<file path="config.mk">
export PLATFORM = sky130hd
export DESIGN_NAME = bus_control_seq_8259
export DESIGN_NICKNAME = d
export VERILOG_FILES = /design/src/rtl/bus_control_seq_8259.sv
export SDC_FILE = /design/constraint.sdc
export NUM_CORES = 1
export LEC_CHECK = 0
export CAP_MARGIN = 20
export CORE_ASPECT_RATIO = 0.6
export CORE_MARGIN = 3
export CORE_UTILIZATION = 45
export CTS_BUF_LIST = sky130_fd_sc_hd__clkbuf_8 sky130_fd_sc_hd__clkbuf_16
export DETAILED_ROUTE_END_ITERATION = 6
export GPL_TIMING_DRIVEN = 0
export PLACE_DENSITY = 0.74
export REMOVE_ABC_BUFFERS = 1
export SLEW_MARGIN = 20
export SYNTH_ARGS = -nofsm -noshare
export SYNTH_HDL_FRONTEND = slang
export SYNTH_SLANG_ARGS = --single-unit
export TNS_END_PERCENT = 100
</file>
<file path="constraint.sdc">
create_clock -name clock -period 3.2 [get_ports clock]
set_input_delay 0.64 -clock clock [delete_from_list [all_inputs] [get_ports clock]]
set_output_delay 0.64 -clock clock [all_outputs]
set_load 0.05 [all_outputs]
</file>
<file path="src/rtl/bus_control_seq_8259.sv">
// 8259 bus interface: synchronises the CPU write strobe, decodes each committed write
// into one-cycle command-word strobes and tracks the ICW1..ICW4 initialisation sequence.
module bus_control_seq_8259 #(
    parameter int DATA_WIDTH  = 8,
    parameter int SYNC_STAGES = 2
) (
    input  logic                  clock,
    input  logic                  reset,
    input  logic                  chip_select_n,
    input  logic                  read_enable_n,
    input  logic                  write_enable_n,
    input  logic                  address,
    input  logic [DATA_WIDTH-1:0] data_bus_in,
    output logic [DATA_WIDTH-1:0] internal_data_bus,
    output logic                  write_initial_command_word_1,
    output logic                  write_initial_command_word_2,
    output logic                  write_initial_command_word_3,
    output logic                  write_initial_command_word_4,
    output logic                  write_operation_control_word_1,
    output logic                  write_operation_control_word_2,
    output logic                  write_operation_control_word_3,
    output logic                  write_out,
    output logic                  read,
    output logic                  init_done,
    output logic                  single_mode,
    output logic                  icw4_needed,
    output logic                  protocol_error
);

    typedef enum logic [2:0] {
        UNINIT,
        WAIT_ICW2,
        WAIT_ICW3,
        WAIT_ICW4,
        READY
    } state_t;

    state_t                  state_q, state_d;
    logic [SYNC_STAGES-1:0]  we_sync_q, we_sync_d;
    logic                    we_edge_q, we_edge_d;
    logic                    cs_cap_q, cs_cap_d;
    logic                    a0_cap_q, a0_cap_d;
    logic [DATA_WIDTH-1:0]   data_cap_q, data_cap_d;
    logic [DATA_WIDTH-1:0]   bus_q, bus_d;
    logic                    icw1_q, icw1_d, icw2_q, icw2_d, icw3_q, icw3_d, icw4_q, icw4_d;
    logic                    ocw1_q, ocw1_d, ocw2_q, ocw2_d, ocw3_q, ocw3_d;
    logic                    wout_q, wout_d;
    logic                    sngl_q, sngl_d, ic4_q, ic4_d, perr_q, perr_d;
    logic                    we_sync_out;
    logic                    commit;
    logic                    accept;

    assign we_sync_out = we_sync_q[SYNC_STAGES-1];
    // Commit on the synchronised rising edge; a deselected capture never commits.
    assign commit      = we_sync_out & ~we_edge_q & ~cs_cap_q;

    always_comb begin
        we_sync_d    = we_sync_q << 1;
        we_sync_d[0] = write_enable_n;
        we_edge_d    = we_sync_out;
        cs_cap_d     = write_enable_n ? cs_cap_q   : chip_select_n;
        a0_cap_d     = write_enable_n ? a0_cap_q   : address;
        data_cap_d   = write_enable_n ? data_cap_q : data_bus_in;
    end

    always_comb begin
        state_d = state_q;
        bus_d   = bus_q;
        sngl_d  = sngl_q;
        ic4_d   = ic4_q;
        perr_d  = perr_q;
        icw1_d  = 1'b0;
        icw2_d  = 1'b0;
        icw3_d  = 1'b0;
        icw4_d  = 1'b0;
        ocw1_d  = 1'b0;
        ocw2_d  = 1'b0;
        ocw3_d  = 1'b0;
        accept  = 1'b0;
        if (commit) begin
            if (!a0_cap_q && data_cap_q[4]) begin
                icw1_d  = 1'b1;
                accept  = 1'b1;
                ic4_d   = data_cap_q[0];
                sngl_d  = data_cap_q[1];
                perr_d  = 1'b0;
                state_d = WAIT_ICW2;
            end else begin
                unique case (state_q)
                    UNINIT: perr_d = 1'b1;
                    WAIT_ICW2: if (a0_cap_q) begin
                        icw2_d = 1'b1;
                        accept = 1'b1;
                        if (!sngl_q)     state_d = WAIT_ICW3;
                        else if (ic4_q)  state_d = WAIT_ICW4;
                        else             state_d = READY;
                    end
                    WAIT_ICW3: if (a0_cap_q) begin
                        icw3_d  = 1'b1;
                        accept  = 1'b1;
                        state_d = ic4_q ? WAIT_ICW4 : READY;
                    end
                    WAIT_ICW4: if (a0_cap_q) begin
                        icw4_d  = 1'b1;
                        accept  = 1'b1;
                        state_d = READY;
                    end
                    READY: begin
                        accept = 1'b1;
                        if (a0_cap_q)           ocw1_d = 1'b1;
                        else if (data_cap_q[3]) ocw3_d = 1'b1;
                        else                    ocw2_d = 1'b1;
                    end
                    default: state_d = UNINIT;
                endcase
            end
        end
        wout_d = accept;
        if (accept) bus_d = data_cap_q;
    end

    always_ff @(posedge clock or posedge reset) begin
        if (reset) begin
            state_q    <= UNINIT;
            we_sync_q  <= '1;
            we_edge_q  <= 1'b1;
            cs_cap_q   <= 1'b1;
            a0_cap_q   <= 1'b0;
            data_cap_q <= '0;
            bus_q      <= '0;
            icw1_q     <= 1'b0;
            icw2_q     <= 1'b0;
            icw3_q     <= 1'b0;
            icw4_q     <= 1'b0;
            ocw1_q     <= 1'b0;
            ocw2_q     <= 1'b0;
            ocw3_q     <= 1'b0;
            wout_q     <= 1'b0;
            sngl_q     <= 1'b0;
            ic4_q      <= 1'b0;
            perr_q     <= 1'b0;
        end else begin
            state_q    <= state_d;
            we_sync_q  <= we_sync_d;
            we_edge_q  <= we_edge_d;
            cs_cap_q   <= cs_cap_d;
            a0_cap_q   <= a0_cap_d;
            data_cap_q <= data_cap_d;
            bus_q      <= bus_d;
            icw1_q     <= icw1_d;
            icw2_q     <= icw2_d;
            icw3_q     <= icw3_d;
            icw4_q     <= icw4_d;
            ocw1_q     <= ocw1_d;
            ocw2_q     <= ocw2_d;
            ocw3_q     <= ocw3_d;
            wout_q     <= wout_d;
            sngl_q     <= sngl_d;
            ic4_q      <= ic4_d;
            perr_q     <= perr_d;
        end
    end

    assign internal_data_bus              = bus_q;
    assign write_initial_command_word_1   = icw1_q;
    assign write_initial_command_word_2   = icw2_q;
    assign write_initial_command_word_3   = icw3_q;
    assign write_initial_command_word_4   = icw4_q;
    assign write_operation_control_word_1 = ocw1_q;
    assign write_operation_control_word_2 = ocw2_q;
    assign write_operation_control_word_3 = ocw3_q;
    assign write_out                      = wout_q;
    assign read                           = ~chip_select_n & ~read_enable_n;
    assign init_done                      = (state_q == READY);
    assign single_mode                    = sngl_q;
    assign icw4_needed                    = ic4_q;
    assign protocol_error                 = perr_q;

endmodule

</file>
==> impl.org <==
** Run status
- Status :: completed

** Yosys
- Library cell with the largest summed area after synthesis :: dfrtp_1
- Sequential-to-total area share from yosys stat :: 0.634
- Sorting the synthesized cells by area gives the leading types as dfrtp_1 56%, mux2_2 16%, dfstp_2 7.6%.
- In the synthesized netlist the dominant register cell turns out to be dfrtp_1.
- After synthesis the cells add up to 1390 sq um.
- Synthesized flop and latch total :: 35
- The most common cell in the synthesized netlist is dfrtp_1.
- The Yosys step of the flow raised 0 warnings.
- Counting flops with a built-in enable in the synthesized netlist gives 0.
- Average instance area after synthesis :: 13.8 sq um
- Number of distinct library cells after synthesis :: 27
- Synthesis produced a netlist whose cell count is 101.
- Fraction of synthesized cell area taken by the top area cell type :: 0.559
- Ranking of synthesized cells by instance count :: 31 x dfrtp_1, 20 x mux2_2, 7 x nor2_1, 5 x inv_1, 5 x nand2_1
- For this run, asynchronously set or reset flops after synthesis account for 1.00.

** STA
- For the pin with the worst max-slew slack, the measured transition is 704 ps.
- Relative slew margins :: 0.530
- Clock skew on the completed layout was measured at 4.97 ps.
- Setup TNS :: 0 ps
- Derived from the worst setup path, the maximum achievable clock frequency is 0.347 GHz.
- Shortest period the worst path allows :: 2880 ps
- Setup repair after global routing left no endpoint under its margin.
- Number of setup violations in the final report :: 0
- Number of pins exceeding their max-slew limit in the final report :: 0
- Dividing the final minimum period by the clock period gives 0.900.
- The number of hold violations in the final report is 0.

** Power and ir drop
- In this run the power density over the cells is 861 nW/um^2.
- In this run the power spent charging and discharging nets is 621 uW.
- Internal Pwr Total :: 978 uW
- Register share of total power :: 0.395
- Worst ir drop on vdd :: 453 uV
- For this design the static power due to leakage is 0.000804 uW.
- Of the total power, the share spent switching nets is 0.388.
- The share of total power dissipated in combinational logic is 0.392.
- Clk pwr share :: 0.213

** Setup path
- Number of cells on the worst reg-to-reg path :: 4
- STA classifies the critical path startpoint as a flip-flop.
- The worst setup path is of the reg2out kind.
- The signal on the critical path passes through nor2_1 > and2_0 > clkdlybuf4s50_1.
- Critical Path Sink Type :: output pin
- The slowest stage of the critical path belongs to the cell clkdlybuf4s50_1.
- Gate family responsible for the most delay along the worst path :: buffers and inverters
- The most critical setup path has its endpoint at init_done.
- WP data required :: 2560 ps
- Critical R2R Capture :: internal_data_bus[5]$_DFFE_PP0P_
- Counting both buffers and inverters, the worst setup path holds a total of 1.
- Biggest fanout along the worst timing path :: 9
- Number of gates on the worst path with buffers counted :: 3
- Worst Setup SP :: state_q[1]$_DFFE_PP0P_
- Arr. time, crit path :: 2240 ps
- Worst flop-to-flop path startpoint :: state_q[1]$_DFFE_PP0P_
- The largest single stage delay on the critical path is 860 ps.
- In this run the register-to-register setup slack is 1230 ps.

** Floorplan
- Height of the chip :: 49.0 microns
- Measured along the x axis, the die boundary spans 77.7 microns.
- The core region is 2720 sq um.
- The die covers 3810 sq um.
- FP Rows :: 14
- I/O pins :: 35
- Starting density of the core :: 0.512

** Detailed routing
- Final routed DRC violation total :: 0
- Number of antenna-violating nets in the routed design :: 0
- Vias post-DR :: 913
- Using the TritonRoute via totals, the vias-per-cell ratio works out to 5.07.
- The first detailed-routing pass took 4 iterations.
- Total detailed-routing wirelength :: 2.53 mm
- After the first detailed-routing iteration, the DRC count stood at 85.
- Average routed wire per standard cell :: 14.1 microns

** Placed design
- Including well taps, the total number of placed cells is 172.
- The wire-length estimate of the detail-placed layout is 1.80 mm.
- I/O Buffers :: 34
- Routability-driven placement finished with a final weighted congestion of 0.882.

** Clock network
- After clock tree synthesis, the repair step resized 0 gates.
- Clock latency on the worst-skew pair :: 280 ps
- TritonCTS built the clock tree.
- For this design, the CTS-stage hold fixing added 0 buffers.
- Counting the buffers created by CTS gives 5.
- The number of setup buffers added after CTS is 0.
- Clock Tree Buf Depth :: 2
- Number of clock sinks :: 35
- Level count of the clock H-tree :: 2
- Clock-pin slew was measured on the worst setup and hold paths at 70 ps.
- Clock root buffer :: clkbuf_8

** Global routing
- Initial antenna violation count :: 0
- Via count of the first global-routing pass :: 908
- Across every metal layer, demand over resource in global routing totals 0.145.
- Pin count of the biggest net entering global routing :: 36
- The first global-routing pass estimated 4.15 mm of wire.
- After global routing the overflow that remains totals 0.

** Hold path
- The tightest min-delay check is of the reg2reg type.

** Cells and area
- The finished layout holds 180 standard cells, fillers aside.
- Post-layout nets :: 153
- Share of layout cells above drive strength 1 :: 0.257
- Area grow syn2layout :: 33.9%
- The repair_antennas step left the layout with diodes totalling 0.

** Flow run
- Max-cap viol count :: 0
==> cell type report <==
class                   count  area, sq um
clock buffers               7         96.3
clock inverters             1         3.75
multi-input cells          58          469
flip-flops and latches     35          881
inverters                   5         18.8
fillers                   199          856
well taps                  40         50.0
repair buffers             34          340
==> worst min-delay path by stage <==
| stage | cells after the start | slack [ps] | start | to |
|---|---|---|---|---|
| after CTS | 0 | 360 | we_sync_q[0]$_DFF_PP1_ | we_sync_q[1]$_DFF_PP1_ |
| after detailed placement | 0 | 350 | we_sync_q[0]$_DFF_PP1_ | we_sync_q[1]$_DFF_PP1_ |
| after global routing | 0 | 370 | we_sync_q[0]$_DFF_PP1_ | we_sync_q[1]$_DFF_PP1_ |
| after floorplan | 0 | 350 | we_sync_q[0]$_DFF_PP1_ | we_sync_q[1]$_DFF_PP1_ |
| after global placement | 0 | 350 | we_sync_q[0]$_DFF_PP1_ | we_sync_q[1]$_DFF_PP1_ |
| final | 0 | 360 | we_sync_q[0]$_DFF_PP1_ | we_sync_q[1]$_DFF_PP1_ |
==> metal layers <==
metal  up-vias  track usage  routed length [microns]
met3         3       0.0756                      205
met4         0       0.0651                       30
li1        432            -                        -
met2        42        0.210                     1110
met5         -            0                        0
met1       436        0.178                     1190
==> registers in the layout, summed over array words and instances, names as in the netlist, 2 cells and up <==
| register | cells |
|---|---|
| data_cap_q | 8 |
| internal_data_bus | 8 |
| state_q | 3 |
| we_sync_q | 2 |
==> through the flow <==
stage | utilization | total power [uW] | hold WS [ps] | cell area [sq um] | setup WS, ps
floorplan | - | 1050 | 345 | 1370 | 1180
global placement | 0.648 | 1250 | 346 | 1760 | 597
detailed placement | 0.648 | 1270 | 354 | 1760 | 583
CTS | 0.685 | 1610 | 363 | 1860 | 349
global route | 0.685 | 1680 | 374 | 1860 | 205
finish | 0.685 | 1600 | 361 | 1860 | 319
==> cells by family after synthesis <==
logic type,Yosys count,share of synthesized area
compound gates,11,0.0622
buf+inv,8,0.0279
flops,35,0.634
mux,21,0.169
simple gates,26,0.106
==> cells in the final DEF (no fill, tap or decap) <==
| cell type | count |
|---|---|
| mux2_2 | 20 |
| and2_0 | 1 |
| o31ai_4 | 1 |
| nor4b_1 | 1 |
| o31ai_1 | 1 |
| or3_2 | 1 |
| clkdlybuf4s50_1 | 34 |
| nor2b_1 | 1 |
| o22a_1 | 1 |
| and3_1 | 3 |
| nand2_1 | 5 |
| inv_2 | 1 |
| dfrtp_1 | 31 |
| nor3b_1 | 2 |
| o21ai_0 | 3 |
| nand2b_1 | 1 |
| or3b_4 | 1 |
| clkbuf_8 | 7 |
| mux2i_1 | 1 |
| a32o_1 | 1 |
| nor2_1 | 7 |
| dfstp_2 | 4 |
| a2bb2oi_1 | 1 |
| a21oi_1 | 3 |
| nor3_2 | 1 |
| inv_1 | 5 |
| nor4_1 | 2 |
==> power by group through the flow <==
stage | Clock (uW) | Sequential, uW | Combinational, uW
finish | 341 | 631 | 628
global route | 367 | 647 | 661
CTS | 347 | 630 | 633
detailed placement | 0 | 637 | 630
global placement | 0 | 631 | 620
floorplan | 0 | 866 | 186
No activity file was read; power rests on OpenSTA's default activity.
